## src/rtl/sdram_pkg.sv

```systemverilog
// Shared SDRAM definitions: command encodings, init FSM states, helpers.
package sdram_pkg;

    typedef logic [3:0] sdr_cmd_t;

    // {cs_n, ras_n, cas_n, we_n}
    localparam sdr_cmd_t CMD_INHIBIT      = 4'b1111;
    localparam sdr_cmd_t CMD_NOP          = 4'b0111;
    localparam sdr_cmd_t CMD_PRECHARGE    = 4'b0010;
    localparam sdr_cmd_t CMD_AUTO_REFRESH = 4'b0001;
    localparam sdr_cmd_t CMD_LOAD_MODE    = 4'b0000;

    typedef enum logic [2:0] {
        ST_WAIT_PU    = 3'd0,
        ST_PRECHARGE  = 3'd1,
        ST_WAIT_RP    = 3'd2,
        ST_REFRESH    = 3'd3,
        ST_WAIT_RFC   = 3'd4,
        ST_LOAD_MODE  = 3'd5,
        ST_WAIT_MRD   = 3'd6,
        ST_DONE       = 3'd7
    } init_state_e;

    function automatic int unsigned max_u(input int unsigned a, input int unsigned b);
        return (a > b) ? a : b;
    endfunction

endpackage

```

## src/rtl/sdram_ref_timer.sv

```systemverilog
// Periodic refresh-request timer with req/ack handshake and sticky overrun flag.
module sdram_ref_timer #(
    parameter int unsigned REF_INTERVAL = 780
) (
    input  logic clk,
    input  logic rst,
    input  logic en,
    input  logic ref_ack,
    output logic ref_req,
    output logic ref_overrun
);

    localparam int unsigned CW = $clog2(REF_INTERVAL);

    logic [CW-1:0] cnt;
    logic          wrap;

    always_comb wrap = en && (cnt == CW'(REF_INTERVAL - 1));

    // A wrap always (re)asserts the request; a pending unacked request at wrap is an overrun.
    always_ff @(posedge clk) begin
        if (rst) begin
            cnt         <= '0;
            ref_req     <= 1'b0;
            ref_overrun <= 1'b0;
        end else begin
            if (en) begin
                cnt <= wrap ? '0 : cnt + CW'(1);
            end
            if (wrap) begin
                ref_req <= 1'b1;
            end else if (ref_ack) begin
                ref_req <= 1'b0;
            end
            if (wrap && ref_req && !ref_ack) begin
                ref_overrun <= 1'b1;
            end
        end
    end

endmodule

```

## src/rtl/sdram_init_seq.sv

```systemverilog
// SDRAM power-up init sequencer (wait, precharge-all, auto-refreshes, load-mode) plus refresh timer.
module sdram_init_seq
    import sdram_pkg::*;
#(
    parameter int unsigned T_POWERUP    = 20000,
    parameter int unsigned T_RP         = 2,
    parameter int unsigned T_RFC        = 7,
    parameter int unsigned T_MRD        = 2,
    parameter int unsigned INIT_REFRESH = 8,
    parameter logic [12:0] MODE_REG     = 13'h0032,
    parameter int unsigned REF_INTERVAL = 780
) (
    input  logic        clk,
    input  logic        rst,
    output logic        sdr_cke,
    output sdr_cmd_t    sdr_cmd,
    output logic [1:0]  sdr_ba,
    output logic [12:0] sdr_addr,
    output logic        init_done,
    output logic        ref_req,
    input  logic        ref_ack,
    output logic        ref_overrun
);

    localparam int unsigned T_MAX = max_u(max_u(T_POWERUP, T_RFC), max_u(T_RP, T_MRD));
    localparam int unsigned WCW   = $clog2(T_MAX) + 1;
    localparam int unsigned RCW   = $clog2(INIT_REFRESH) + 1;

    // Last wait-counter value in each wait state; a wait of zero cycles skips the state.
    localparam int unsigned PU_LAST  = (T_POWERUP > 0) ? T_POWERUP - 1 : 0;
    localparam int unsigned RP_LAST  = (T_RP  > 1) ? T_RP  - 2 : 0;
    localparam int unsigned RFC_LAST = (T_RFC > 1) ? T_RFC - 2 : 0;
    localparam int unsigned MRD_LAST = (T_MRD > 1) ? T_MRD - 2 : 0;

    if ((T_POWERUP < 1) || (T_RP < 1) || (T_RFC < 1) || (T_MRD < 1) ||
        (INIT_REFRESH < 1) || (REF_INTERVAL < 2)) begin : g_param_check
        $error("sdram_init_seq: illegal timing parameters");
    end

    init_state_e      state, state_n;
    logic [WCW-1:0]   wait_cnt, wait_n;
    logic [RCW-1:0]   ref_cnt, ref_cnt_n;
    logic             cke_n;
    sdr_cmd_t         cmd_n;
    logic [1:0]       ba_n;
    logic [12:0]      addr_n;
    logic             done_n;

    // Outputs for the next cycle are decoded from the current state, so WAIT_PU spans cycles 0..P-1.
    always_comb begin
        state_n   = state;
        wait_n    = wait_cnt;
        ref_cnt_n = ref_cnt;
        cke_n     = 1'b1;
        cmd_n     = CMD_NOP;
        ba_n      = 2'b00;
        addr_n    = 13'h0000;
        done_n    = 1'b0;
        case (state)
            ST_WAIT_PU: begin
                if (wait_cnt == WCW'(PU_LAST)) begin
                    wait_n  = '0;
                    state_n = ST_PRECHARGE;
                end else begin
                    wait_n = wait_cnt + WCW'(1);
                end
            end
            ST_PRECHARGE: begin
                cmd_n      = CMD_PRECHARGE;
                addr_n[10] = 1'b1;
                state_n    = (T_RP > 1) ? ST_WAIT_RP : ST_REFRESH;
            end
            ST_WAIT_RP: begin
                if (wait_cnt == WCW'(RP_LAST)) begin
                    wait_n  = '0;
                    state_n = ST_REFRESH;
                end else begin
                    wait_n = wait_cnt + WCW'(1);
                end
            end
            ST_REFRESH: begin
                cmd_n     = CMD_AUTO_REFRESH;
                ref_cnt_n = ref_cnt + RCW'(1);
                if (T_RFC > 1) begin
                    state_n = ST_WAIT_RFC;
                end else begin
                    state_n = (ref_cnt == RCW'(INIT_REFRESH - 1)) ? ST_LOAD_MODE : ST_REFRESH;
                end
            end
            ST_WAIT_RFC: begin
                if (wait_cnt == WCW'(RFC_LAST)) begin
                    wait_n  = '0;
                    state_n = (ref_cnt == RCW'(INIT_REFRESH)) ? ST_LOAD_MODE : ST_REFRESH;
                end else begin
                    wait_n = wait_cnt + WCW'(1);
                end
            end
            ST_LOAD_MODE: begin
                cmd_n   = CMD_LOAD_MODE;
                addr_n  = MODE_REG;
                state_n = (T_MRD > 1) ? ST_WAIT_MRD : ST_DONE;
            end
            ST_WAIT_MRD: begin
                if (wait_cnt == WCW'(MRD_LAST)) begin
                    wait_n  = '0;
                    state_n = ST_DONE;
                end else begin
                    wait_n = wait_cnt + WCW'(1);
                end
            end
            ST_DONE: begin
                done_n = 1'b1;
            end
            default: begin
                state_n = ST_WAIT_PU;
            end
        endcase
    end

    always_ff @(posedge clk) begin
        if (rst) begin
            state     <= ST_WAIT_PU;
            wait_cnt  <= '0;
            ref_cnt   <= '0;
            sdr_cke   <= 1'b0;
            sdr_cmd   <= CMD_INHIBIT;
            sdr_ba    <= 2'b00;
            sdr_addr  <= 13'h0000;
            init_done <= 1'b0;
        end else begin
            state     <= state_n;
            wait_cnt  <= wait_n;
            ref_cnt   <= ref_cnt_n;
            sdr_cke   <= cke_n;
            sdr_cmd   <= cmd_n;
            sdr_ba    <= ba_n;
            sdr_addr  <= addr_n;
            init_done <= done_n;
        end
    end

    sdram_ref_timer #(
        .REF_INTERVAL (REF_INTERVAL)
    ) u_ref_timer (
        .clk         (clk),
        .rst         (rst),
        .en          (init_done),
        .ref_ack     (ref_ack),
        .ref_req     (ref_req),
        .ref_overrun (ref_overrun)
    );

endmodule
```

## config.mk

```make
export PLATFORM = sky130hd
export DESIGN_NAME = sdram_init_seq
export DESIGN_NICKNAME = d
export VERILOG_FILES = /design/src/rtl/sdram_pkg.sv /design/src/rtl/sdram_ref_timer.sv /design/src/rtl/sdram_init_seq.sv
export SDC_FILE = /design/constraint.sdc
export NUM_CORES = 1
export LEC_CHECK = 0
export CAP_MARGIN = 15
export CORE_MARGIN = 5
export CORE_UTILIZATION = 50
export CTS_CLUSTER_SIZE = 16
export DETAILED_ROUTE_END_ITERATION = 12
export DONT_BUFFER_PORTS = 1
export PLACE_DENSITY = 0.64
export SYNTH_ARGS = -nofsm -noshare
export SYNTH_HDL_FRONTEND = slang
export SYNTH_SLANG_ARGS = --single-unit
```

## constraint.sdc

```tcl
create_clock -name clk -period 2.3 [get_ports clk]
set_clock_uncertainty 0.2 [all_clocks]
set_input_delay 0.46 -clock clk [delete_from_list [all_inputs] [get_ports clk]]
set_output_delay 0.46 -clock clk [all_outputs]
set_load 0.02 [all_outputs]
```

**After elaboration in Yosys (flattened, before gate mapping)**

Index checks and enable logic that the tools add are counted.

- $add $sub $neg: 3
- Eq/ne operators: 15
- Muxes and demuxes: 18
- Reductions and logical operators: 11

Operators by type and width:

| operator | count |
|---|---|
| 16-bit two-way mux | 3 |
| 16-bit case mux with 3 select lines | 1 |
| 3-bit case mux with 7 select lines | 1 |
| 16-bit by 1-bit adder with 16-bit output, second input constant | 1 |
| 16-bit by 15-bit == test with 1-bit output, second input constant | 1 |
| 16-bit by 3-bit == test with 1-bit output, second input constant | 1 |
| 16-bit zero test | 1 |
| 3-bit two-way mux | 5 |
| 3-bit == test, second input constant | 4 |
| 10-bit by 1-bit adder with 10-bit output, second input constant | 1 |
| 10-bit == test, second input constant | 1 |
| 10-bit two-way mux | 1 |
| 3-bit case mux with 3 select lines | 1 |
| 2-bit != test, second input constant | 4 |
| 7-bit nonzero test | 1 |
| 3-bit by 2-bit == test with 1-bit output, second input constant | 2 |
| 6-bit two-way mux | 1 |
| 1-bit two-way mux | 5 |
| 5-bit AND reduction | 1 |
| 4-bit by 1-bit adder with 4-bit output, second input constant | 1 |
| 4-bit == test, second input constant | 1 |
| 3-bit by 1-bit == test with 1-bit output, second input constant | 1 |
| 1-bit logical AND | 3 |
| 3-bit zero test | 1 |
| other kinds (4) | 4 |

- Register bits after elaboration: 54
- Input port bits: 3
- Output and inout port bits: 23
- Logic and storage cells: 58

**Longest topological paths before layout**

Gate-level depths: netlist of run 1.

- Depth in word-level cells: 4
- Depth in mapped cells: 8
- Depth with buffers taken out: 7

**Modules after synthesis**

From an unflattened synthesis of run 1, not the netlist that was laid out.

- Cell total of the unflattened synthesis: 234
- Area, all modules: 2092.0 um^2

By module, submodules not included:

| module | times used | cells each | area an instance (um^2) | sequential area each (um^2) |
|---|---|---|---|---|
| sdram_init_seq | 1 | 179 | 1530.2 | 620.6 |
| sdram_ref_timer | 1 | 55 | 561.8 | 240.2 |

**Worst setup path before layout of run 1**

OpenSTA, ideal clock, no wires.

- Path kind: flip-flop to flip-flop
- From: register wait_cnt[9]
- To: register wait_cnt[10]
- Setup time: 0.117 ns
- Arrival time: 1.647 ns
- Required time: 1.983 ns
- Path slack: 0.336 ns
- Stages on the path, launching flop included: 8
- Buffers on the path: 2
- Period minus slack after synthesis: 1.964 ns
- Path through: dfxtp_1 > buf_6 > or4_4 > nor4_4 > a31oi_1 > nand2_1 > buf_2 > nor2_1

- Cells in the longest elaborated chain, start to end: 3
- Elaborated cells on any way between the ends: 8
- Those cells by class: add/sub (1); eq/ne (2); mux (4); reduce/logical (1)

RTL lines:

| what | RTL line | RTL |
|---|---|---|
| start: declaration | sdram_init_seq.sv:41 | `logic [WCW-1:0] wait_cnt, wait_n;` |
| start signal: assignment | sdram_init_seq.sv:132 | `wait_cnt <= wait_n;` |
| 16-bit by 1-bit adder with 16-bit output (tied with other cells) | n/a |  |
| 16-bit two-way mux (on tied branches) | n/a |  |
| 16-bit case mux with 3 select lines (*) | sdram_init_seq.sv:59 | `case (state)` |

Every way passes the cells marked *; elsewhere a longest branch is shown, timed or not.
A chain may end at the register's enable or synchronous reset.

**Worst setup path after layout of run 1**

- From: register wait_cnt[3]
- To: register state[1]

- Cells in the longest elaborated chain, start to end: 3
- Elaborated cells on any way between the ends: 8
- Those cells by class: eq/ne (6); reduce/logical (2)

RTL lines:

| what | RTL line | RTL |
|---|---|---|
| 16-bit by 3-bit == test with 1-bit output (tied with other cells) | sdram_init_seq.sv:91 | `if (wait_cnt == WCW'(RFC_LAST)) begin` |
| 2-bit != test (no line) | n/a |  |
| 5-bit AND reduction (no line) (*) | n/a |  |
| end signal: assignment | sdram_init_seq.sv:131 | `state <= state_n;` |
| end: declaration | sdram_init_seq.sv:40 | `init_state_e state, state_n;` |

Marks and branches as above.

==> impl_metrics.yaml, run 1 <==
run_status:
  outcome: "finished, final reports clean"
cts:
  clk_pin_slew_ns: 0.08
  cts_setup_buffers: 0
  clock-sinks: 43
  h-tree-depth: 2
  root_buffer: "clkbuf_8"
  cts_max_path_buffers: 2
  clkLatencyLatePin_ns: 0.29
  numCtsBuffers: 5
  cts_tree: "built"
grt:
  grt_remaining_overflow: 0
  grt_max_degree: 20
  antenna_found_initial: 0
  grt_pass1_wl_microns: 6200
  track_usage: 0.145
  grt_pass1_vias: 1393
sta:
  period_share: 0.894
  whs_ns: 0.0258
  setup_viol: 0
  hold_viol_final: 0
  fin_crit_ns: 2.06
  rsz0062_at_grt: "no"
  relSlewSlack: 0.623
  fin_setup_tns_ns: 0
  maxSlewViolCount: 0
  max_freq_mhz: 487
  worstMarginPinSlew_ns: 0.564
route:
  drc: 0
  viasPerCell: 5.10
  wl_met1_microns: 1750
  antenna_left: 0
  route.met3.wl_microns: 179
  drt_iter0_markers: 55
  wl_microns: 3490
  wl_per_cell_microns: 12.3
  wl_met2_microns: 1510
  dr.max_layer_used: "met4"
  vias: 1444
  firstDrtPassIters: 4
flow_run:
  cap_violations: 0
power_and_ir_drop:
  ir_worst_vdd_mv: 0.228
  p_per_area_nw_per_um2: 593
  power.static_leakage_uw: 0.000820
setup_path:
  critical_path.startpoint_type: "flip-flop"
  cp_cell_sequence: "or4_4 > nor4_4 > o21ai_2 > a31o_1 > a211oi_2"
  max_stage_delay_ns: 0.56
  endpoint_kind: "flip-flop"
  reg2reg_slack_ns: 0.24
  r2r_end: "state[1]"
  crit_fanout: 6
  worst_r2r_startpoint: "wait_cnt[3]"
  critical_path.slowest_cell: "or4_4"
  required_ns: 2.32
  reg2reg_depth: 5
  crit_type: "reg2reg"
  cp.arrival_ns: 2.07
logic_synthesis:
  syn_inst: 233
  ys.warnings.count: 0
  async_flop_share: 0
  ys_ff_latch: 43
  seq_area_frac_synth: 0.421
  synth.avg_cell_area_sq_um: 8.79
  syn_area_sq_um: 2050
  synth_edf_count: 0
  yosysUniqueCellTypes: 44
  synth_flop_cell: "dfxtp_1"
min_path:
  holdPathEnd: "state[1]"
  min_from: "rst"
  min-delay-path-class: "in2reg"
  whs_path_depth: 1
layout:
  drive_gt1_frac: 0.0815
  area_delta_synth_final_pct: 3.73
  n_antenna_cell: 0
  fin_util: 0.535
  finalNetCount: 242
  final_cells: 283
  n_fill_cell: 396
die:
  die_w_microns: 74.0
  fp-row-count: 23
  start_util: 0.515
  io_pins: 26
  dieArea_sq_um: 5470
  coreArea_sq_um: 3970
  die_y_microns: 74.0
placed_design:
  dp_cells: 274
  gp_congestion: 0.804
  dpl.hpwl_microns: 2580
  io_buffers: 0
[worst max-delay path by stage]
stage	startpoint	end	slack (ns)	cells after the start
after floorplan	wait_cnt[9]	wait_cnt[10]	0.34	7
after global placement	wait_cnt[3]	wait_cnt[2]	0.21	5
after detailed placement	wait_cnt[3]	wait_cnt[12]	0.14	5
after CTS	wait_cnt[3]	wait_cnt[15]	0.13	5
after global routing	wait_cnt[3]	wait_cnt[3]	0.09	5
final	wait_cnt[3]	state[1]	0.24	5
[cell usage in the layout (no fill, tap or decap), types with 2 or more instances in the layout]
master / synthesis / layout
xor2_1: 18 / 18
nand4_1: 12 / 12
clkbuf_8: 0 / 5
or4_4: 2 / 2
ha_1: 7 / 7
nor2_1: 33 / 33
clkbuf_1: 6 / 2
nand2_1: 22 / 21
a21oi_1: 8 / 8
nand2b_1: 4 / 4
xnor2_1: 7 / 7
nor4_4: 2 / 2
nor4_1: 2 / 2
and3_1: 4 / 4
dfxtp_1: 43 / 43
buf_4: 13 / 3
nor3_1: 6 / 6
conb_1: 1 / 11
inv_1: 12 / 12
nand3_1: 6 / 6
[registers in the layout (all words and copies together), names as in the netlist, 2 cells and up]
name / cells
sdr_addr: 2
state: 3
ref_cnt: 4
wait_cnt: 16
sdr_cmd: 4
u_ref_timer.cnt: 10
[Yosys cell counts, types with 2 or more instances]
master,count,share of area
and3_1,4,0.012
xnor2_1,7,0.030
ha_1,7,0.043
nor2_1,33,0.061
nand4_1,12,0.037
nand3_1,6,0.015
a21oi_1,8,0.020
nand2b_1,4,0.012
inv_1,12,0.022
nor4_1,2,0.0061
nand2_1,22,0.040
clkbuf_1,6,0.011
buf_4,13,0.048
or4_4,2,0.011
xor2_1,18,0.077
dfxtp_1,43,0.42
nor4_4,2,0.021
nor3_1,6,0.015
[what timing repair did]
action | 4_1_cts | 5_1_grt
hold buffers | 1 | 0
setup endpoints to repair | 0 | 11
resized for setup | 0 | 1
endpoints found under the hold margin | 1 | 0
[per-stage QoR]
| step | area [sq um] | setup slack, ns | total power, uW |
|---|---|---|---|
| final | 2120 | 0.245 | 1260 |
| after global routing | 2120 | 0.0888 | 1320 |
| after CTS | 2120 | 0.127 | 1270 |
| after detailed placement | 2030 | 0.144 | 820 |
| after global placement | 2030 | 0.210 | 819 |
| after floorplan | 2080 | 0.336 | 832 |
[per-layer routing]
layer	up-vias	GRT usage
met5	-	0
met4	0	0.0644
met3	7	0.0378
met2	23	0.219
met1	662	0.196
li1	752	-
[cell type report]
| type | instances | area [sq um] | share of cell area |
|---|---|---|---|
| multi-input combinational | 166 | 1040 | 0.490 |
| sequential | 43 | 861 | 0.405 |
| clock buffer | 7 | 76.3 | 0.0359 |
| tap | 50 | 62.6 | 0.0295 |
| inverter | 12 | 45.0 | 0.0212 |
| timing repair buffer | 4 | 32.5 | 0.0153 |
| clock inverter | 1 | 5.00 | 0.00236 |
[worst max-delay path: cells and delay by family (launching register included)]
kind,cells,cell delay [ns]
AO/OA/AOI/OAI,3,0.56
flip-flops,1,0.37
AND/OR/NAND/NOR,2,0.86
[logic make-up after synthesis]
logic type	synth area share
AO/OA/AOI/OAI	0.0837
flip-flops	0.421
other	0.00183
buffers and inverters	0.0905
adder cells (fa/ha/maj)	0.0428
XOR/XNOR	0.107
AND/OR/NAND/NOR	0.254
[report_power, final]
part	total, uW	switching, uW	internal, uW	leakage, uW
Clock	455	242	213	0.0000422
Sequential	762	11.6	750	0.000348
Combinational	41.4	30.4	10.9	0.000430
Total	1260	284	975	0.000820
No activity file was read; power rests on OpenSTA's default activity.
==> run 2: changes to the inputs <==
--- a/config.mk
+++ b/config.mk
@@ -12,6 +12,7 @@
 export DETAILED_ROUTE_END_ITERATION = 12
 export DONT_BUFFER_PORTS = 1
 export PLACE_DENSITY = 0.64
+export SLEW_MARGIN = 0
 export SYNTH_ARGS = -nofsm -noshare
 export SYNTH_HDL_FRONTEND = slang
 export SYNTH_SLANG_ARGS = --single-unit
==> results of run 2 <==
No change in the layout: final DEF, timing and power equal those of run 1.
